===== src/rtl/vga_fb_scheduler_pkg.sv =====
// Shared types and constants for the VGA frame-buffer scheduler.
// This covers the schedule state, the NES frame geometry and the queued write entry.
package vga_fb_scheduler_pkg;

  typedef enum logic [1:0] {
    FETCH  = 2'd0,
    REPLAY = 2'd1,
    BLANK  = 2'd2
  } sched_state_t;

  localparam int NES_W = 256;
  localparam int NES_H = 240;
  localparam int PIX_W = 6;

  typedef struct packed {
    logic [7:0]       y;
    logic [7:0]       x;
    logic [PIX_W-1:0] data;
  } wr_entry_t;

endpackage


===== src/rtl/vga_line_buf.sv =====
// A 256x6 line buffer with one write port and one registered read port.
// It holds the source row fetched on an even VGA line so that the odd line can replay it.
module vga_line_buf
  import vga_fb_scheduler_pkg::*;
(
  input  logic             dclk,
  input  logic             we,
  input  logic [7:0]       waddr,
  input  logic [PIX_W-1:0] wdata,
  input  logic [7:0]       raddr,
  output logic [PIX_W-1:0] rdata
);

  logic [PIX_W-1:0] mem [NES_W];

  // NOTE: the storage is not reset. A FETCH line rewrites every entry before the REPLAY line reads it.
  always_ff @(posedge dclk) begin
    if (we) mem[waddr] <= wdata;
    rdata <= mem[raddr];
  end

endmodule


===== src/rtl/vga_fb_scheduler.sv =====
// This block arbitrates the single frame-buffer RAM port between scan-out reads and PPU writes.
// Even visible lines read the RAM and odd lines replay the line buffer; writes drain outside FETCH.
module vga_fb_scheduler
  import vga_fb_scheduler_pkg::*;
#(
  parameter int H_ACTIVE   = 256,
  parameter int V_ACTIVE   = 480,
  parameter int FIFO_DEPTH = 4
) (
  input  logic             dclk,
  input  logic             Reset,
  input  logic [10:0]      DrawX,
  input  logic [10:0]      DrawY,
  input  logic             wr_valid,
  output logic             wr_ready,
  input  logic [7:0]       wr_x,
  input  logic [7:0]       wr_y,
  input  logic [PIX_W-1:0] wr_data,
  output logic [15:0]      mem_addr,
  output logic             mem_we,
  output logic [PIX_W-1:0] mem_wdata,
  input  logic [PIX_W-1:0] mem_rdata,
  output logic [PIX_W-1:0] pix_data,
  output logic             pix_valid
);

  localparam int PTR_W = $clog2(FIFO_DEPTH);

  sched_state_t state, state_q;
  logic         visible;
  logic [7:0]   src_x, src_y;

  // The state is decoded combinationally from the raster position, with no extra latency.
  always_comb begin
    visible = (DrawX < 11'(H_ACTIVE)) && (DrawY < 11'(V_ACTIVE));
    src_x   = DrawX[7:0];
    src_y   = DrawY[8:1];
    state   = BLANK;
    if (visible) state = DrawY[0] ? REPLAY : FETCH;
  end

  // NOTE: sequential state uses non-blocking assignments. Every register therefore sees values from before the edge.
  always_ff @(posedge dclk) begin
    if (Reset) state_q <= BLANK;
    else       state_q <= state;
  end

  // Write FIFO
  wr_entry_t        fifo_mem [FIFO_DEPTH];
  logic [PTR_W-1:0] wr_ptr, rd_ptr;
  logic [PTR_W:0]   count;
  wr_entry_t        head;
  logic             full, empty, push, pop;

  assign full     = (count == (PTR_W+1)'(FIFO_DEPTH));
  assign empty    = (count == '0);
  assign wr_ready = Reset | ~full;
  assign push     = wr_valid & ~full & ~Reset;
  assign pop      = ~Reset & ~empty & (state != FETCH);
  assign head     = fifo_mem[rd_ptr];

  always_ff @(posedge dclk) begin
    if (push) fifo_mem[wr_ptr] <= '{y: wr_y, x: wr_x, data: wr_data};
  end

  always_ff @(posedge dclk) begin
    if (Reset) begin
      wr_ptr <= '0;
      rd_ptr <= '0;
      count  <= '0;
    end else begin
      if (push) wr_ptr <= wr_ptr + 1'b1;
      if (pop)  rd_ptr <= rd_ptr + 1'b1;
      case ({push, pop})
        2'b10:   count <= count + 1'b1;
        2'b01:   count <= count - 1'b1;
        default: count <= count;
      endcase
    end
  end

  // The RAM port carries one command per cycle. FETCH reads have priority, because pops are blocked during FETCH.
  // NOTE: every output gets a default first, so no path leaves a value held and no latch is inferred.
  always_comb begin
    mem_we    = 1'b0;
    mem_addr  = '0;
    mem_wdata = '0;
    if (!Reset) begin
      if (state == FETCH) begin
        mem_addr = {src_y, src_x};
      end else if (pop && (head.y < 8'(NES_H))) begin
        mem_we    = 1'b1;
        mem_addr  = {head.y, head.x};
        mem_wdata = head.data;
      end
    end
  end

  // Scan-out pipeline: stage 1 has the RAM or line-buffer data, and stage 2 registers the pixel.
  logic [7:0]       x_q;
  logic [PIX_W-1:0] lb_rdata;

  always_ff @(posedge dclk) begin
    x_q <= src_x;
  end

  vga_line_buf u_line_buf (
    .dclk  (dclk),
    .we    (state_q == FETCH),
    .waddr (x_q),
    .wdata (mem_rdata),
    .raddr (src_x),
    .rdata (lb_rdata)
  );

  always_ff @(posedge dclk) begin
    if (Reset) begin
      pix_valid <= 1'b0;
      pix_data  <= '0;
    end else begin
      pix_valid <= (state_q != BLANK);
      case (state_q)
        FETCH:   pix_data <= mem_rdata;
        REPLAY:  pix_data <= lb_rdata;
        default: pix_data <= '0;
      endcase
    end
  end

endmodule


===== config.mk =====
export PLATFORM = sky130hd
export DESIGN_NAME = vga_fb_scheduler
export DESIGN_NICKNAME = d
export VERILOG_FILES = /design/src/rtl/vga_fb_scheduler_pkg.sv /design/src/rtl/vga_line_buf.sv /design/src/rtl/vga_fb_scheduler.sv
export SDC_FILE = /design/constraint.sdc
export NUM_CORES = 2
export LEC_CHECK = 0
export BUFFER_PORTS_ARGS = -buffer_cell sky130_fd_sc_hd__buf_2
export CAP_MARGIN = 20
export CORE_UTILIZATION = 55
export CTS_CLUSTER_DIAMETER = 100
export DETAILED_ROUTE_END_ITERATION = 8
export GPL_ROUTABILITY_DRIVEN = 0
export PLACE_DENSITY = 0.73
export SYNTH_ARGS = -nofsm -noshare
export SYNTH_HDL_FRONTEND = slang
export SYNTH_SLANG_ARGS = --single-unit

===== constraint.sdc =====
create_clock -name dclk -period 3.2 [get_ports dclk]
set_clock_uncertainty 0.05 [all_clocks]
set_input_delay 0.32 -clock dclk [delete_from_list [all_inputs] [get_ports dclk]]
set_output_delay 0.32 -clock dclk [all_outputs]
set_load 0.02 [all_outputs]

# Word level (Yosys, flattened, before mapping)

Memories as Yosys holds them, arrays and structs flattened. A register that Yosys moved wholly into a read port is not among the register bits.
Index checks and enable logic that the tools add are counted.

Register bits: 24
Latch bits: 0
Bits in writable memories: 1624
Memory bits (read-only): 0
Input bits: 53
Output and inout port bits: 31
Word-level logic and storage cells: 55
Memories: 2

$add $sub $neg: 4
$mul: 0
Divide/modulo/power cells: 0
$lt $le $gt $ge: 3
Equal/unequal tests: 5
Shift-type cells: 0
Multiplexer cells: 19
Bitwise logic cells: 8
Reductions and logical operators: 7

Memory list:

| memory         | depth | width | read ports | clocked after Yosys merged registers in | wr ports | line                   | text |
|---|---|---|---|---|---|---|---|
| u_line_buf.mem | 256   | 6     | 1          | 1                                       | 1        | vga_line_buf.sv:14     | `logic [PIX_W-1:0] mem [NES_W];` |
| fifo_mem       | 4     | 22    | 1          | 1                                       | 1        | vga_fb_scheduler.sv:49 | `wr_entry_t fifo_mem [FIFO_DEPTH];` |

Operator list:

| operator            | count |
|---|---|
| $mux 16             | 3 |
| $lt 11x9->1 const B | 2 |
| $mux 6              | 3 |
| $pmux 6 s2          | 1 |
| $lt 8x8->1 const B  | 1 |
| $mux 1              | 8 |
| $mux 2              | 3 |
| $pmux 3 s2          | 1 |
| $add 2x1->2 const B | 2 |
| $and 1x1->1         | 4 |
| $eq 2x1->1 const B  | 2 |
| $logic_not 2->1     | 2 |
| $reduce_bool 2->1   | 2 |
| $add 3x1->3 const B | 1 |
| $eq 3x3->1 const B  | 1 |
| $logic_not 3->1     | 1 |
| $not 1->1           | 3 |
| $sub 3x1->3 const B | 1 |
| $eq 2x2->1 const B  | 1 |
| $logic_and 1x1->1   | 2 |
| $ne 2x2->1 const B  | 1 |
| $or 1x1->1          | 1 |

# Depth between registers and ports, before layout

Depth in word-level cells: 9
Mapped depth: 12
Gate-level depth less buffers: 11

# Modules after synthesis

From an unflattened synthesis, not the netlist that was laid out.

Cells, all modules: 3199
Area, all modules: 64481.8 µm²

By module, submodules not included:

| module           | instances | cells an instance | area each (µm²) | seq. area each (µm²) |
|---|---|---|---|---|
| vga_line_buf     | 1         | 2964              | 60073.9         | 46244.4 |
| vga_fb_scheduler | 1         | 235               | 4408.0          | 3163.0 |

# Worst setup path after synthesis

No wires, ideal clock.

Path type: register to output
Start point: reg with a tool-made name
End point: out mem_addr[4]
Arrival time: 2416 ps
Data required time: 2830 ps
Slack: 414 ps
Cell stages (with the launch flop): 9
Buffers on the path: 3
Cell sequence: dfxtp_1 buf_2 mux4_2 nand4_1 and2_1 clkbuf_1 buf_2 a22oi_1 nor2_1

RTL lines:

| what      | line                   | text |
|---|---|---|
| to (decl) | vga_fb_scheduler.sv:19 | `output logic [15:0] mem_addr,` |

==> impl_metrics.yaml <==
sta:
  fin_ws_ps: 77.8
  final-setup-viol-count: 0
  min_period_over_period: 0.976
  finalSetupTns_ps: 0
  period_needed_ps: 3120
  worst_pin_slew_ps: 942
  max_freq_ghz: 0.320
  hold_viol: 0
  rsz0062_at_grt: "no"
  relSlewSlack: 0.372
  drv_slew: 0
clock_network:
  h-tree-depth: 4
  clkTransAtPathRegs_ps: 60
  cts_tree: "yes"
  ctsRootBufferMaster: "clkbuf_16"
  cts.sink_count: 1656
  clk_latency_ps: 770
  clk_path_buf_depth: 3
  cts_buffers: 159
floorplanning:
  die_x_um: 345
  start_util: 0.555
  fp-row-count: 125
  core_um2: 116000
  die_h_um: 345
  num_io_pins: 84
  fp.dieArea_um2: 119000
worst_hold_path:
  min_path_type: "input pin to register"
  holdPathEnd: "u_line_buf.mem[54][5]"
  whs_path_depth: 1
  hp-start: "mem_rdata[5]"
setup_path:
  worstReg2RegStart: "u_line_buf.mem[63][2]"
  cp-start-kind: "input pin"
  reg2reg_to: "u_line_buf.rdata[2]"
  crit_path_max_fanout: 33
  endpoint_kind: "register"
  required_ps: 3790
  critPathKind: "input pin to register"
  arrival_ps: 3710
  worstRegToRegCells: 6
  cpLargestDelayFamily: "buffers and inverters"
  path_buf_inv: 4
  regToRegSetupSlack_ps: 360
  cpMaxStageDelayCell: "a22oi_1"
  crit_chain: "dlygate4sd3_1 > buf_8 > buf_12 > buf_12 > mux4_2 > mux4_2 > a22oi_1 > o311a_1 > o22ai_1"
  slowest_delay_ps: 640
global_route:
  grt_overflow: 0
  antenna_found_initial: 4
  grt_pass1_vias: 33200
  grt_max_degree: 98
  grt_use_total: 0.264
  grt_pass1_wl_mm: 225
layout:
  num_antenna_cells: 0
  layout-area-overhead-vs-synth_pct: 13.6
  drive_gt1_frac: 0.263
  utilization: 0.631
  nFillCells: 7674
  nNetsFinal: 3475
yosys:
  synth_edf_count: 1624
  seq_area_frac_synth: 0.765
  synth_cells: 3111
  synth_seq_cells: 1656
  synth_compound_area_frac: 0.0273
  synth.distinct_cells: 53
  synthSimpleGateAreaFrac: 0.0312
  synth_area_per_cell_um2: 20.8
  ys_warn_count: 0
  synth_top_family_by_area: "multiplexers"
  synth-xor-area-share: 0.000678
  synthArstFlopShare: 0
  synth_fp_nets: 3170
  synth_adder_area_share: 0.00128
  synth_top_flop_cell: "edfxtp_1"
  syn_area_um2: 64600
  muxShareOfSynthArea: 0.157
routing:
  wirelength_mm: 155
  vias: 33300
  dr.pass1.iters: 6
  drc: 0
  drt_iter0_drc: 4352
  detail_route.wl_per_cell_um: 30.6
  via_per_inst: 6.56
  ant_nets: 0
place:
  io_buffers: 83
  hpwl_mm: 100
  post-place-ws_ps: -264
power:
  power.density_nw_per_um2: 617
  leakage_nw: 23.3
  ir_drop_v: 0.000640
outcome:
  status: "finished, final reports clean"
run:
  cap_violations: 0
Yosys cell counts (2+ instances only):
| cell type | instances | area (um^2) |
|---|---|---|
| nand3b_1 | 2 | 15.0 |
| mux2_2 | 15 | 169 |
| a41oi_1 | 6 | 52.6 |
| a311o_1 | 5 | 50.1 |
| a21boi_0 | 4 | 30.0 |
| o21ai_0 | 8 | 40.0 |
| o221ai_1 | 48 | 420 |
| or3_1 | 4 | 25.0 |
| buf_2 | 33 | 165 |
| or4_1 | 5 | 37.5 |
| clkbuf_1 | 97 | 364 |
| buf_8 | 3 | 45.0 |
| and3_1 | 6 | 37.5 |
| a22oi_1 | 36 | 270 |
| o211ai_1 | 3 | 22.5 |
| a21oi_1 | 18 | 90.1 |
| and2_1 | 7 | 43.8 |
| o221a_2 | 3 | 33.8 |
| xor2_1 | 3 | 26.3 |
| dfxtp_1 | 32 | 641 |
| nand2_1 | 48 | 180 |
| edfxtp_1 | 1624 | 48800 |
| nand4_1 | 11 | 68.8 |
| buf_4 | 16 | 120 |
| buf_6 | 28 | 315 |
| o32ai_1 | 2 | 17.5 |
| a221oi_1 | 12 | 105 |
| a211oi_1 | 28 | 210 |
| ha_1 | 5 | 62.6 |
| inv_1 | 12 | 45.0 |
| xnor2_1 | 2 | 17.5 |
| o22ai_1 | 50 | 313 |
| nand3_1 | 33 | 165 |
| nor2_1 | 301 | 1130 |
| o21ai_1 | 2 | 10.0 |
| nand2b_1 | 8 | 50.1 |
| o311a_1 | 3 | 30.0 |
| a22o_1 | 5 | 43.8 |
| buf_1 | 15 | 56.3 |
| mux4_2 | 381 | 8580 |
| nor2b_1 | 23 | 144 |
| or2_2 | 6 | 37.5 |
| mux2i_1 | 141 | 1410 |
| nor3_1 | 8 | 40.0 |
through the flow:
step                      instances  hold WS, ps  total power [mW]  area, um^2
final                          5070         9.22              45.3       73400
after global routing           5070         25.4              46.4       73400
after CTS                      5069         11.0              45.5       73400
after detailed placement       4742          448              27.3       67900
after global placement         4742          430              27.2       67900
after floorplan                3111          298              26.1       64600
cells by family (layout without fill, tap and decap cells):
family / count (synthesis) / count (layout)
flip-flops: 1656 / 1656
XOR/XNOR: 5 / 5
AO/OA/AOI/OAI: 236 / 236
multiplexers: 537 / 537
adder cells (fa/ha/maj): 6 / 6
buffers and inverters: 205 / 640
AND/OR/NAND/NOR: 466 / 466
power breakdown:
group / switching (mW) / internal, mW / leakage, nW
clock: 7.90 / 10.5 / 2.50
combinational: 1.71 / 1.19 / 5.94
sequential: 0.0850 / 23.9 / 14.9
registers in the layout, indices dropped and copies added, names as in the netlist, named ones only:
signal and count:
u_line_buf.rdata 6, pix_data 6, count 3, x_q 8, fifo_mem 88, wr_ptr 2, u_line_buf.mem 1536, rd_ptr 2
pix_valid 1, state_q 2
worst max-delay path by stage:
stage               startpoint                  end  slack (ps)  cells after the start
finish                DrawX[1]  u_line_buf.rdata[2]          80                      9
global route          DrawX[1]  u_line_buf.rdata[5]          40                     10
CTS                   register          mem_addr[0]          70                      6
detailed placement    DrawX[0]  u_line_buf.rdata[5]        -260                      9
global placement      DrawX[0]  u_line_buf.rdata[2]        -230                     11
floorplan             register          mem_addr[4]         410                      8
cells in the final DEF (no fill, tap or decap), drive strengths merged, types with 4 or more instances in the layout:
cell         netlist  layout
a311o              5       5
mux4             381     381
dfxtp             32      32
mux2i            141     141
a221oi            12      12
nand2b             8       8
o22ai             50      50
clkinv             0      74
a22o               5       5
nor2             301     301
dlygate4sd3        0      36
edfxtp          1624    1624
nand2             48      48
or3                4       4
and3               6       6
inv               12      17
o221ai            48      48
nand3             33      33
a21boi             4       4
nand4             11      11
o21ai             10      10
clkbuf            97     196
a211oi            28      28
nor3               9       9
nor2b             23      23
mux2              15      15
a22oi             36      36
a41oi              6       6
and2               7       7
ha                 5       5
a21oi             18      18
or2                6       6
buf               96     301
or4                5       5
bufinv             0      14
per-layer routing:
layer  vias up  GRT usage  part of all wire
met2      2022      0.420              0.49
met5         -          0           0.00021
met3       319     0.0594              0.10
li1      13500          -                 -
met4         4     0.0864             0.032
met1     17400      0.365              0.37
what timing repair did:
action                                  4_1_cts  5_1_grt
endpoints found under the hold margin       174        0
hold buffers                                 36        0
pin swaps                                     0        1
setup buffers                                 0        1
endpoints found under the setup margin       17        9
gates resized for setup                       6        1
cell type report:
cell class / instances / area, um^2 / share of cell area
flip-flops and latches: 1656 / 49400 / 0.673
multi-input cells: 1250 / 14100 / 0.192
clock buffers: 196 / 4220 / 0.0575
repair buffers: 337 / 2870 / 0.0390
well taps: 1524 / 1910 / 0.0260
clock inverters: 95 / 888 / 0.0121
inverters: 12 / 45.0 / 0.000613
Power figures use the tool's default switching activity.
